### config.mk
export PLATFORM = sky130hd
export DESIGN_NAME = pwm_multi_ch_flat
export DESIGN_NICKNAME = d
export VERILOG_FILES = /design/src/rtl/pwm_multi_ch_if.sv /design/src/rtl/pwm_multi_ch.sv /design/src/flat_wrapper.sv
export SDC_FILE = /design/constraint.sdc
export NUM_CORES = 1
export LEC_CHECK = 0
export CORE_MARGIN = 1.5
export CORE_UTILIZATION = 40
export DETAILED_ROUTE_END_ITERATION = 10
export DONT_BUFFER_PORTS = 1
export PLACE_DENSITY_LB_ADDON = 0.2
export SYNTH_ARGS = -nofsm -noshare
export SYNTH_HDL_FRONTEND = slang
export SYNTH_SLANG_ARGS = --single-unit
export TNS_END_PERCENT = 100
### constraint.sdc
create_clock -name clk -period 2.4 [get_ports clk]
set_input_delay 0.36 -clock clk [delete_from_list [all_inputs] [get_ports clk]]
set_output_delay 0.36 -clock clk [all_outputs]
set_load 0.02 [all_outputs]
### src/rtl/pwm_multi_ch_if.sv
// Write bus for pwm_multi_ch: single-cycle strobe selecting a duty or the period register.
interface pwm_multi_ch_if #(
    parameter int unsigned NUM_CH = 4,
    parameter int unsigned WIDTH  = 16
) ();
    logic                             wr_en;
    logic [$clog2(NUM_CH + 1) - 1:0] wr_sel;
    logic [WIDTH-1:0]                 wr_data;

    modport master (output wr_en, wr_sel, wr_data);
    modport slave  (input  wr_en, wr_sel, wr_data);
endinterface

### src/rtl/pwm_multi_ch.sv
// Multi-channel PWM generator: one shared prescaled timebase, double-buffered period and
// duty registers that swap only at the period boundary, per-channel duty clamping and a
// level-sensitive kill that masks outputs without disturbing the timebase.
module pwm_multi_ch #(
    parameter int unsigned NUM_CH   = 4,
    parameter int unsigned WIDTH    = 16,
    parameter int unsigned MIN_DUTY = 0,
    parameter int unsigned MAX_DUTY = 2**WIDTH - 1
) (
    input  logic              clk,
    input  logic              reset,
    input  logic              enable,
    input  logic              kill,
    input  logic [WIDTH-1:0]  prescale,
    pwm_multi_ch_if.slave     bus,
    output logic [NUM_CH-1:0] pwm_out,
    output logic              period_start,
    output logic [WIDTH-1:0]  cnt_out
);

    localparam int unsigned      SelW      = $clog2(NUM_CH + 1);
    localparam logic [SelW-1:0]  PeriodSel = SelW'(NUM_CH);
    localparam logic [WIDTH-1:0] MinD      = WIDTH'(MIN_DUTY);
    localparam logic [WIDTH-1:0] MaxD      = WIDTH'(MAX_DUTY);

    logic [WIDTH-1:0]  psc_q, psc_d;
    // Prescale value captured at each psc wrap so a change never truncates a running count
    logic [WIDTH-1:0]  psc_max_q, psc_max_d;
    logic [WIDTH-1:0]  cnt_q, cnt_d;
    logic [WIDTH-1:0]  period_pend_q, period_pend_d;
    logic [WIDTH-1:0]  period_act_q, period_act_d;
    logic [WIDTH-1:0]  duty_pend_q [NUM_CH];
    logic [WIDTH-1:0]  duty_pend_d [NUM_CH];
    logic [WIDTH-1:0]  duty_act_q [NUM_CH];
    logic [WIDTH-1:0]  duty_act_d [NUM_CH];
    logic [NUM_CH-1:0] pwm_q, pwm_d;
    logic              period_start_q, period_start_d;

    logic              tick;
    logic              boundary;
    logic [WIDTH-1:0]  duty_lo;
    logic [WIDTH-1:0]  duty_clamped;

    // Clamp stages are only built when the bound can actually bite
    if (MIN_DUTY > 0) begin : g_min_clamp
        assign duty_lo = (bus.wr_data < MinD) ? MinD : bus.wr_data;
    end else begin : g_no_min_clamp
        assign duty_lo = bus.wr_data;
    end

    if (longint'(MAX_DUTY) < (longint'(1) << WIDTH) - 1) begin : g_max_clamp
        assign duty_clamped = (duty_lo > MaxD) ? MaxD : duty_lo;
    end else begin : g_no_max_clamp
        assign duty_clamped = duty_lo;
    end

    assign tick     = (psc_q == psc_max_q);
    assign boundary = tick && (cnt_q >= period_act_q);

    // Next-state: pending writes, timebase advance, boundary swap and output compare
    always_comb begin : next_state
        psc_d          = psc_q;
        psc_max_d      = psc_max_q;
        cnt_d          = cnt_q;
        period_pend_d  = period_pend_q;
        period_act_d   = period_act_q;
        duty_pend_d    = duty_pend_q;
        duty_act_d     = duty_act_q;
        pwm_d          = '0;
        period_start_d = 1'b0;

        if (bus.wr_en) begin
            if (bus.wr_sel == PeriodSel) begin
                period_pend_d = bus.wr_data;
            end
            for (int i = 0; i < NUM_CH; i++) begin
                if (bus.wr_sel == SelW'(i)) begin
                    duty_pend_d[i] = duty_clamped;
                end
            end
        end

        if (!enable) begin
            // Idle: timebase parked at zero, active set tracks pending every cycle
            psc_d        = '0;
            psc_max_d    = prescale;
            cnt_d        = '0;
            period_act_d = period_pend_q;
            duty_act_d   = duty_pend_q;
        end else begin
            period_start_d = boundary;
            for (int i = 0; i < NUM_CH; i++) begin
                pwm_d[i] = !kill && (cnt_q < duty_act_q[i]);
            end
            if (tick) begin
                psc_d     = '0;
                psc_max_d = prescale;
                cnt_d     = boundary ? '0 : cnt_q + WIDTH'(1);
            end else begin
                psc_d = psc_q + WIDTH'(1);
            end
            // Swap takes the pending values as they stood before this cycle's write
            if (boundary) begin
                period_act_d = period_pend_q;
                duty_act_d   = duty_pend_q;
            end
        end
    end

    // State register with synchronous reset that overrides any coincident write
    always_ff @(posedge clk) begin : state_reg
        if (reset) begin
            psc_q          <= '0;
            psc_max_q      <= '0;
            cnt_q          <= '0;
            period_pend_q  <= '0;
            period_act_q   <= '0;
            duty_pend_q    <= '{default: '0};
            duty_act_q     <= '{default: '0};
            pwm_q          <= '0;
            period_start_q <= 1'b0;
        end else begin
            psc_q          <= psc_d;
            psc_max_q      <= psc_max_d;
            cnt_q          <= cnt_d;
            period_pend_q  <= period_pend_d;
            period_act_q   <= period_act_d;
            duty_pend_q    <= duty_pend_d;
            duty_act_q     <= duty_act_d;
            pwm_q          <= pwm_d;
            period_start_q <= period_start_d;
        end
    end

    assign pwm_out      = pwm_q;
    assign period_start = period_start_q;
    assign cnt_out      = cnt_q;

endmodule
### src/flat_wrapper.sv
// flat-port wrapper written by rule: the top's interface ports become plain ports
module pwm_multi_ch_flat 
#(
    parameter int unsigned NUM_CH   = 4,
    parameter int unsigned WIDTH    = 16,
    parameter int unsigned MIN_DUTY = 0,
    parameter int unsigned MAX_DUTY = 2**WIDTH - 1
)
  (clk, reset, enable, kill, prescale, pwm_out, period_start, cnt_out, bus_wr_en, bus_wr_sel, bus_wr_data);
  pwm_multi_ch_if #(.NUM_CH(NUM_CH), .WIDTH(WIDTH)) bus_i ();
  input  logic clk;
  input  logic reset;
  input  logic enable;
  input  logic kill;
  input  logic [WIDTH-1:0] prescale;
  output logic [NUM_CH-1:0] pwm_out;
  output logic period_start;
  output logic [WIDTH-1:0] cnt_out;
  input wire logic [$bits(bus_i.wr_en)-1:0] bus_wr_en;
  input wire logic [$bits(bus_i.wr_sel)-1:0] bus_wr_sel;
  input wire logic [$bits(bus_i.wr_data)-1:0] bus_wr_data;
  assign bus_i.wr_en = bus_wr_en;
  assign bus_i.wr_sel = bus_wr_sel;
  assign bus_i.wr_data = bus_wr_data;
  pwm_multi_ch #(.NUM_CH(NUM_CH), .WIDTH(WIDTH), .MIN_DUTY(MIN_DUTY), .MAX_DUTY(MAX_DUTY)) u_core (.clk(clk), .reset(reset), .enable(enable), .kill(kill), .prescale(prescale), .bus(bus_i), .pwm_out(pwm_out), .period_start(period_start), .cnt_out(cnt_out));
endmodule
# Yosys cells after proc, flatten, opt, wreduce, memory -nomap -nowiden
# Index checks and enable logic that the tools add are counted.
# Widths: inputs -> output; s select.
word_totals:
  in_bits: 40
  ff_bits: 213
op_classes:
  n_mux: 7
  bitwise: 1
  addsub: 2
  n_eq_ne: 7
  n_reduce_logical: 14
  magnitude_cmp: 5
op_table:
  columns: ["cell", "count"]
  rows:
  - ["$mux 64", 2]
  - ["$mux 16", 5]
  - ["$lt 16x16->1", 4]
  - ["$add 16x1->16 const B", 2]
  - ["$eq 16x16->1", 1]
  - ["$ge 16x16->1", 1]
  - ["$reduce_and 2->1", 5]
  - ["$eq 3x2->1 const B", 2]
  - ["$logic_and 1x1->1", 5]
  - ["$ne 2x1->1 const B", 2]
  - ["$eq 3x1->1 const B", 1]
  - ["$eq 3x3->1 const B", 1]
  - ["$logic_not 3->1", 1]
  - ["$reduce_or 3->1", 1]
  - ["$reduce_or 2->1", 1]
  - ["$logic_not 1->1", 1]
  - ["$not 1->1", 1]

# Logic depth before layout (Yosys ltp)
# Gate-level depths: netlist (run 1).
logic_depth:
  ltp_word: 4
  depth_mapped: 10
  mapped_depth_nobuf: 8

# Worst setup path before layout (run 1)
# Ideal clock, no wire load.
synth_timing:
  path_kind: "reg-to-reg"
  startpoint: "register u_core.cnt_q[15], in the netlist u_core.cnt_out[15]"
  endpoint: "register u_core.duty_act_q[15] in the netlist's numbering"
  synth_period_minus_slack_ps: 2228
  n_path_buf: 2
  t_required_ps: 2272
  t_arrival_ps: 2101
  setup_time_ps: 128
  path_slack_ps: 172
  stages_incl_launch_ff: 10
  path_cell_list: "dfxtp_1 ha_1 nand4_1 nor3_1 o311ai_0 a32oi_1 buf_6 buf_12 mux2i_1 nor2_1"
synth_between:
  elab_chain_len: 3
synth_rtl:
  columns: ["item", "line", "rtl"]
  rows:
  - ["start, declared", "pwm_multi_ch.sv:29", "logic [WIDTH-1:0] cnt_q, cnt_d;"]
  - ["start signal, assigned", "pwm_multi_ch.sv:125", "cnt_q <= cnt_d;"]
  - ["$ge 16x16->1", "pwm_multi_ch.sv:58", "assign boundary = tick && (cnt_q >= period_act_q);"]
  - ["$logic_and 1x1->1", "pwm_multi_ch.sv:58", null]
  - ["$ne 2x1->1 (no line)", null, null]
  - ["end signal, assigned", "pwm_multi_ch.sv:129", "duty_act_q <= duty_act_d;"]
  - ["end, declared", "pwm_multi_ch.sv:34", "logic [WIDTH-1:0] duty_act_q [NUM_CH];"]
# Every way passes these cells.
# A chain may end at the register's enable or synchronous reset.

# Worst setup path after layout (run 1)
layout_timing:
  startpoint: "register u_core.period_act_q[11]"
  endpoint: "register u_core.duty_act_q[1] in the netlist's numbering"
layout_between:
  elab_chain_len: 3
layout_rtl:
  columns: ["item", "line", "rtl"]
  rows:
  - ["start, declared", "pwm_multi_ch.sv:31", "logic [WIDTH-1:0] period_act_q, period_act_d;"]
  - ["start signal, assigned", "pwm_multi_ch.sv:127", "period_act_q <= period_act_d;"]
  - ["$ge 16x16->1", "pwm_multi_ch.sv:58", null]
  - ["$logic_and 1x1->1", "pwm_multi_ch.sv:58", null]
  - ["$ne 2x1->1 (no line)", null, null]
# Every way passes these cells.

==> flow_summary.json, run 1 <==
{
  "rsz0062_at_grt": "yes",
  "row_count": 57,
  "final_antenna_net_count": 0,
  "ioPinCount": 61,
  "io_buffer_count": 0,
  "cp.arrival_ns": 2.63,
  "worst_hold_slack_ns": 0.0214,
  "reg2reg_setup_slack_ns": 0.15,
  "fin_area_um2": 12000,
  "grt_antenna_before_repair": 0,
  "power.ir.vdd_worst_mv": 0.463,
  "cts-root-to-sink-buffers": 3,
  "timing.hold.worst.start": "enable",
  "synth.top_cell.area_share": 0.433,
  "synth_sequential_area_ratio": 0.433,
  "hold_viol": 0,
  "period_utilization": 0.937,
  "synth_top_cells_by_area": "sky130_fd_sc_hd__dfxtp_1, sky130_fd_sc_hd__ha_1, sky130_fd_sc_hd__mux2i_1",
  "slew-limit-headroom": 0.542,
  "gr-total-overflow": 0,
  "worst_hold_path_type": "input port to flip-flop",
  "crit_path_max_fanout": 10,
  "worst_path_most_repeated_cell": "sky130_fd_sc_hd__buf_12",
  "postSynthAreaPerCell_um2": 8.71,
  "post-synth-top-area-cell": "sky130_fd_sc_hd__dfxtp_1",
  "die_width_um": 160,
  "clock_tree.htree_level_count": 1,
  "ys_warn_count": 0,
  "critPathSlowestCell": "sky130_fd_sc_hd__dfxtp_1",
  "dp.cells": 1443,
  "floorplan.die.height_um": 160,
  "route.detailed.wl_per_inst_um": 16.6,
  "finish.cell_count_without_fillers": 1575,
  "timing_worst_slew_pin_value_ns": 0.686,
  "cellPowerDensity_nw_per_um2": 649,
  "clock_tree_from_tritoncts": "done",
  "cts_root_buffer": "sky130_fd_sc_hd__clkbuf_16",
  "drtIter0Drc": 444,
  "numClockSinks": 213,
  "crit-reg2reg-capture": "u_core.duty_act_q[1]",
  "critical_path_class": "flip-flop to flip-flop",
  "grt_start_max_net_pins": 115,
  "grt_use_total": 0.204,
  "setup.worst_path.start_class": "flip-flop",
  "run_status": "finished, final reports clean",
  "setup_viol_count_final": 0,
  "layout-area-overhead-vs-synth_pct": 22.1,
  "total_power_mw": 7.80,
  "residual_drc_count": 0,
  "gp_routability_congestion": 0.760,
  "timing.hold.worst_path_depth": 2,
  "final.fill_count": 2335,
  "route.detailed.vias_per_inst": 4.95,
  "timing.reg2reg.worst_path_depth": 10,
  "wirelength_um": 26100,
  "diodes": 0,
  "max_freq_mhz": 444,
  "synthCells": 1131,
  "max_stage_delay_ns": 0.34,
  "vias": 7800,
  "insertion_delay_ns": 0.52,
  "syn-cell-area_um2": 9850,
  "static-leakage-power_nw": 5.10,
  "placedInstanceArea_um2": 10300,
  "origin_of_the_critical_flop_to_flop_path": "u_core.period_act_q[11]",
  "num-nets-final": 1353,
  "synth-seq-cells": 213,
  "dp_hpwl_um": 17200,
  "fin_worst_skew_ns": 0.0103,
  "number_of_buffers_created_by_cts": 25,
  "path_clk_slew_ns": 0.06,
  "postSynthNetCount": 1249,
  "max-cap-violations": 0,
  "crit_path_end_kind": "flip-flop",
  "ratio_of_cells_with_drive_above_1_in_the_final_layout": 0.0767,
  "synth.distinct_cells": 41,
  "floorplan.core_area_um2": 24200,
  "grt_pass1_wl_um": 41400,
  "design.die.area_um2": 25600,
  "core_utilization_of_the_finished_layout": 0.496,
  "critical_path_required_ns": 2.78,
  "grt_pass1_vias": 7570,
  "detailedRoute.firstPassIterationCount": 4,
  "end_point_of_the_worst_hold_path": "u_core.psc_max_q[0]",
  "initial_utilization": 0.406,
  "timing.critical_path.cells": "inv_1 > ha_1 > a21oi_1 > o21a_1 > a2bb2oi_1 > a32oi_4 > buf_12 > buf_12 > mux2i_2 > nor2_1",
  "final.min_clock_period_ns": 2.25,
  "slew_viol_final": 0
}
==> how the worst max path moves through the flow <==
stage / startpoint / end / slack [ns] / cells after the start
6_report: u_core.period_act_q[11] / u_core.duty_act_q[1] / 0.15 / 10
5_1_grt: u_core.period_act_q[15] / u_core.duty_act_q[1] / 0.005 / 10
4_1_cts: u_core.period_act_q[13] / u_core.duty_act_q[21] / 0.02 / 10
3_5_place_dp: u_core.period_act_q[13] / u_core.duty_act_q[28] / -0.005 / 10
3_3_place_gp: u_core.period_act_q[13] / u_core.duty_act_q[28] / 0.06 / 10
2_1_floorplan: u_core.cnt_out[15] / u_core.duty_act_q[15] / 0.17 / 9
==> repair_timing <==
action | 4_1_cts | 5_1_grt
setup buffers | 0 | 1
pin swaps | 0 | 2
hold buffers | 88 | 0
endpoints found under the hold margin | 176 | 0
endpoints found under the setup margin | 57 | 79
resized for setup | 1 | 5
==> synthesized netlist by cell type, drive strengths merged <==
master / count
dfxtp: 213
nand2: 195
nor2: 127
a21oi: 113
mux2i: 80
ha: 78
inv: 77
clkbuf: 41
xor2: 37
nand3: 30
nand4: 21
o21ai: 19
buf: 15
a21o: 12
and3: 11
a211oi: 8
nor4: 8
nor2b: 6
xnor2: 5
a211o: 4
a21boi: 4
nor3: 4
o2111ai: 4
and2: 3
and3b: 2
and4: 2
nand2b: 2
o211ai: 2
or2: 2
a2bb2oi: 1
a32oi: 1
nand3b: 1
nor4b: 1
o21a: 1
o311ai: 1
==> metal layers <==
metal,up-vias,track usage,share of wire
li1,3978,-,-
met1,3680,0.284,0.49
met2,116,0.330,0.45
met3,26,0.0366,0.044
met4,0,0.0429,0.013
met5,-,0,0
==> flip-flops by register name, indices dropped and copies added (netlist names), 4 cells and up <==
register,cells
u_core.period_act_q,16
u_core.cnt_out,16
u_core.duty_act_q,64
u_core.pwm_out,4
u_core.period_pend_q,16
u_core.psc_q,16
u_core.duty_pend_q,64
u_core.psc_max_q,16
==> critical path, delay by kind of cell (launching register included) <==
kind            cells  cell delay, ns
flops               1            0.34
simple gates        1            0.06
buf+inv             3            0.39
mux                 1            0.18
fa+ha+maj           1            0.28
compound gates      4            0.86
==> per-stage QoR <==
step                      setup slack (ns)  TNS (ns)
after floorplan                      0.172         0
after global placement              0.0613         0
after detailed placement          -0.00533   -0.0149
after CTS                           0.0242         0
after global routing               0.00468         0
final                                0.150         0
==> layout make-up <==
class / count / area (µm²) / share of cell area
Multi-Input combinational cell: 785 / 4980 / 0.414
Clock buffer: 36 / 727 / 0.0605
Sequential cell: 213 / 4270 / 0.355
Clock inverter: 7 / 37.5 / 0.00312
Inverter: 77 / 289 / 0.0240
Timing Repair Buffer: 133 / 1320 / 0.110
Tap cell: 324 / 405 / 0.0337
==> kinds of logic (layout without fill, tap and decap cells) <==
logic type,count (synthesis),count (layout),share of synthesized area
DFF,213,213,0.433
buffers and inverters,133,253,0.0653
AOI/OAI and AO/OA,170,170,0.0974
muxes,80,80,0.0813
adders and majority gates,78,78,0.0991
xor gates and xnor gates,42,42,0.0374
and+or+nand+nor,415,415,0.187
==> report_power, final <==
group	total [mW]	internal (mW)	switching [mW]
Clock	3.54	2.08	1.46
Sequential	3.64	3.60	0.0423
Combinational	0.613	0.291	0.321
Total	7.80	5.98	1.82
==> placed cells by master, fill, tap and decap left out, types with 2 or more instances in the layout <==
cell type / n
sky130_fd_sc_hd__and4_1: 2
sky130_fd_sc_hd__nor2b_1: 6
sky130_fd_sc_hd__nand3_1: 30
sky130_fd_sc_hd__dlygate4sd3_1: 87
sky130_fd_sc_hd__nand2_1: 195
sky130_fd_sc_hd__nor4_1: 4
sky130_fd_sc_hd__clkbuf_8: 6
sky130_fd_sc_hd__nor4_4: 4
sky130_fd_sc_hd__clkinv_2: 6
sky130_fd_sc_hd__inv_1: 77
sky130_fd_sc_hd__nand4_1: 20
sky130_fd_sc_hd__clkbuf_16: 25
sky130_fd_sc_hd__dfxtp_1: 212
sky130_fd_sc_hd__nand2b_1: 2
sky130_fd_sc_hd__clkbuf_1: 5
sky130_fd_sc_hd__xor2_1: 37
sky130_fd_sc_hd__nor3_1: 3
sky130_fd_sc_hd__o2111ai_1: 4
sky130_fd_sc_hd__mux2i_1: 79
sky130_fd_sc_hd__nor2_1: 127
sky130_fd_sc_hd__and2_1: 2
sky130_fd_sc_hd__or2_2: 2
sky130_fd_sc_hd__xnor2_1: 5
sky130_fd_sc_hd__a211oi_1: 8
sky130_fd_sc_hd__and3b_1: 2
sky130_fd_sc_hd__o211ai_1: 2
sky130_fd_sc_hd__ha_1: 78
sky130_fd_sc_hd__o21ai_0: 18
sky130_fd_sc_hd__a211o_1: 4
sky130_fd_sc_hd__buf_4: 38
sky130_fd_sc_hd__and3_1: 11
sky130_fd_sc_hd__a21oi_1: 113
sky130_fd_sc_hd__a21boi_0: 4
sky130_fd_sc_hd__buf_12: 7
sky130_fd_sc_hd__a21o_1: 12
No activity file was read; power rests on OpenSTA's default activity.
==> run 2, diff against run 1 <==
--- a/config.mk
+++ b/config.mk
@@ -11,3 +11,5 @@
 export DONT_BUFFER_PORTS = 1
+export GPL_TIMING_DRIVEN = 0
 export PLACE_DENSITY_LB_ADDON = 0.2
+export SLEW_MARGIN = 20
 export SYNTH_ARGS = -nofsm -noshare
--- a/constraint.sdc
+++ b/constraint.sdc
@@ -3,2 +3,2 @@
 set_output_delay 0.36 -clock clk [all_outputs]
-set_load 0.02 [all_outputs]
+set_load 0.01 [all_outputs]
==> run 2 against run 1 <==
The run now ends with negative setup slack left. Wire length grew 5.4%. Via count decreased by 0.14%. Combinational power rose by 13%. Critical endpoint is now u_core.duty_act_q[45]. Largest power group unchanged.
==> flow_summary.json, run 2 (synthesis gave the netlist of run 1 again) <==
{
  "run_status": "complete, but fails checks",
  "failed_checks": "negative setup slack",
  "layout-area-overhead-vs-synth_pct": 17.5,
  "end_point_of_the_worst_hold_path": "u_core.psc_max_q[15]",
  "grt_use_total": 0.215,
  "setup_slack_ns": -0.0900,
  "fin_worst_skew_ns": 0.0154,
  "placement.setup.worst_slack_ns": -0.575,
  "ioPinCount": 61,
  "numClockSinks": 213,
  "max_freq_mhz": 402,
  "grt_start_max_net_pins": 13,
  "hold_viol": 0,
  "critical_path_class": "flip-flop to flip-flop",
  "grt_pass1_wl_um": 42300,
  "wirelength_um": 27500,
  "detailedRoute.firstPassIterationCount": 7,
  "origin_of_the_critical_flop_to_flop_path": "u_core.cnt_out[13]",
  "residual_drc_count": 0,
  "dp_hpwl_um": 18300,
  "layout_top_registers": "u_core.duty_act_q (64), u_core.duty_pend_q (64)",
  "power.ir.vdd_worst_mv": 0.417,
  "total_power_mw": 7.86,
  "die_width_um": 160,
  "setup_viol_count_final": 80,
  "worstSetupStartpoint": "u_core.cnt_out[13]",
  "number_of_buffers_created_by_cts": 24,
  "route.detailed.wl_per_inst_um": 17.9,
  "slew_viol_final": 0,
  "ratio_of_cells_with_drive_above_1_in_the_final_layout": 0.0744,
  "placedInstanceArea_um2": 10300,
  "worst_hold_slack_ns": 0.0464,
  "layout.cells.most_common": "sky130_fd_sc_hd__dfxtp_1",
  "timing.hold.worst_path_depth": 2,
  "setup.worst_path.start_class": "flip-flop",
  "initial_utilization": 0.406,
  "clock_tree_from_tritoncts": "done",
  "worst_hold_path_type": "input port to flip-flop",
  "multi_input_comb_area_um2": 5050,
  "io_buffer_count": 0,
  "floorplan.core_area_um2": 24200,
  "period_utilization": 1.04,
  "grt_pass1_vias": 7547,
  "row_count": 57,
  "final.min_clock_period_ns": 2.49,
  "finish.cell_count_without_fillers": 1535,
  "max-cap-violations": 0,
  "crit_path_max_fanout": 10,
  "dp.cells": 1455,
  "tns_ns": -4.01,
  "design.die.area_um2": 25600,
  "rsz0062_at_grt": "yes",
  "gp_routability_congestion": 0.833,
  "slew-limit-headroom": 0.502,
  "cts-root-to-sink-buffers": 3,
  "grt_antenna_before_repair": 1,
  "crit_path_end_kind": "flip-flop",
  "route.detailed.vias_per_inst": 5.07,
  "insertion_delay_ns": 0.52,
  "cts_root_buffer": "sky130_fd_sc_hd__clkbuf_16",
  "timing.reg2reg.worst_path_depth": 9,
  "most-common-layout-cells": "sky130_fd_sc_hd__dfxtp_1, sky130_fd_sc_hd__nand2_1, sky130_fd_sc_hd__nor2_1",
  "cp.arrival_ns": 2.88,
  "path_clk_slew_ns": 0.06,
  "num-nets-final": 1311,
  "final_antenna_net_count": 0,
  "crit-reg2reg-capture": "u_core.duty_act_q[45]",
  "fin_area_um2": 11600,
  "seq_area_um2": 4320,
  "reg2reg_setup_slack_ns": -0.09,
  "clock_tree.htree_level_count": 1,
  "floorplan.die.height_um": 160,
  "drtIter0Drc": 475,
  "critical_path_required_ns": 2.79,
  "vias": 7789,
  "static-leakage-power_nw": 4.66,
  "timing.hold.worst.start": "prescale[15]",
  "cellPowerDensity_nw_per_um2": 679,
  "gr-total-overflow": 0,
  "timing_worst_slew_pin_value_ns": 0.746,
  "core_utilization_of_the_finished_layout": 0.477,
  "final.fill_count": 2386
}
-- run 2: cell count changes in the layout (fill, tap and decap cells not counted), moves of 2 or more --
cell	delta
sky130_fd_sc_hd__buf_2	+4
sky130_fd_sc_hd__mux2i_2	+3
sky130_fd_sc_hd__ha_4	+3
sky130_fd_sc_hd__clkinv_2	-2
sky130_fd_sc_hd__dlygate4sd3_1	-56
sky130_fd_sc_hd__buf_4	-36
sky130_fd_sc_hd__ha_1	-3
sky130_fd_sc_hd__dfxtp_4	+13
sky130_fd_sc_hd__clkbuf_16	+2
sky130_fd_sc_hd__clkbuf_1	+43
sky130_fd_sc_hd__dfxtp_2	+2
sky130_fd_sc_hd__mux2i_1	-3
sky130_fd_sc_hd__dfxtp_1	-15
sky130_fd_sc_hd__buf_12	+2
-- run 2: per-layer routing --
layer	up-vias	global-route usage	routed length [µm]
met3	46	0.0327	1550
met4	0	0.0603	727
met5	-	0	0
met1	3633	0.301	13300
li1	3923	-	-
met2	187	0.342	11900
-- run 2: timing repair --
item	CTS	global route
hold buffers	31	0
setup buffers	1	3
pin swaps	2	4
endpoints found under the hold margin	95	0
resized for setup	30	21
gates cloned	0	2
setup endpoints to repair	101	90
-- run 2: area by class of cell --
type,instances,share of cell area
Buffer,55,0.0312
Multi-Input combinational cell,785,0.436
Inverter,77,0.0253
Clock inverter,5,0.00270
Timing Repair Buffer,37,0.0339
Tap cell,324,0.0350
Antenna cell,1,0.000216
Clock buffer,38,0.0626
Sequential cell,213,0.373
-- run 2: power breakdown --
group          switching (mW)  internal [mW]
sequential             0.0407           3.59
clock                    1.47           2.07
combinational           0.394          0.298
-- run 2: worst max-delay path: stages (launching register included) --
cell and delay [ns]:
sky130_fd_sc_hd__dfxtp_4 0.42, sky130_fd_sc_hd__ha_4 0.29, sky130_fd_sc_hd__nand4_1 0.17, sky130_fd_sc_hd__nor3_4 0.32, sky130_fd_sc_hd__o311ai_4 0.16, sky130_fd_sc_hd__a32oi_4 0.36
sky130_fd_sc_hd__clkbuf_16 0.23, sky130_fd_sc_hd__buf_12 0.15, sky130_fd_sc_hd__mux2i_1 0.21, sky130_fd_sc_hd__nor2_1 0.05
-- run 2: worst max path at each step --
| stage | end | slack, ns | depth (start not counted) |
|---|---|---|---|
| after floorplan | u_core.duty_act_q[15] | 0.23 | 9 |
| after CTS | u_core.duty_act_q[60] | -0.01 | 9 |
| after global routing | u_core.duty_act_q[29] | -0.19 | 9 |
| final | u_core.duty_act_q[45] | -0.09 | 9 |
| after detailed placement | u_core.cnt_out[7] | -0.58 | 9 |
| after global placement | u_core.cnt_out[10] | -0.53 | 9 |
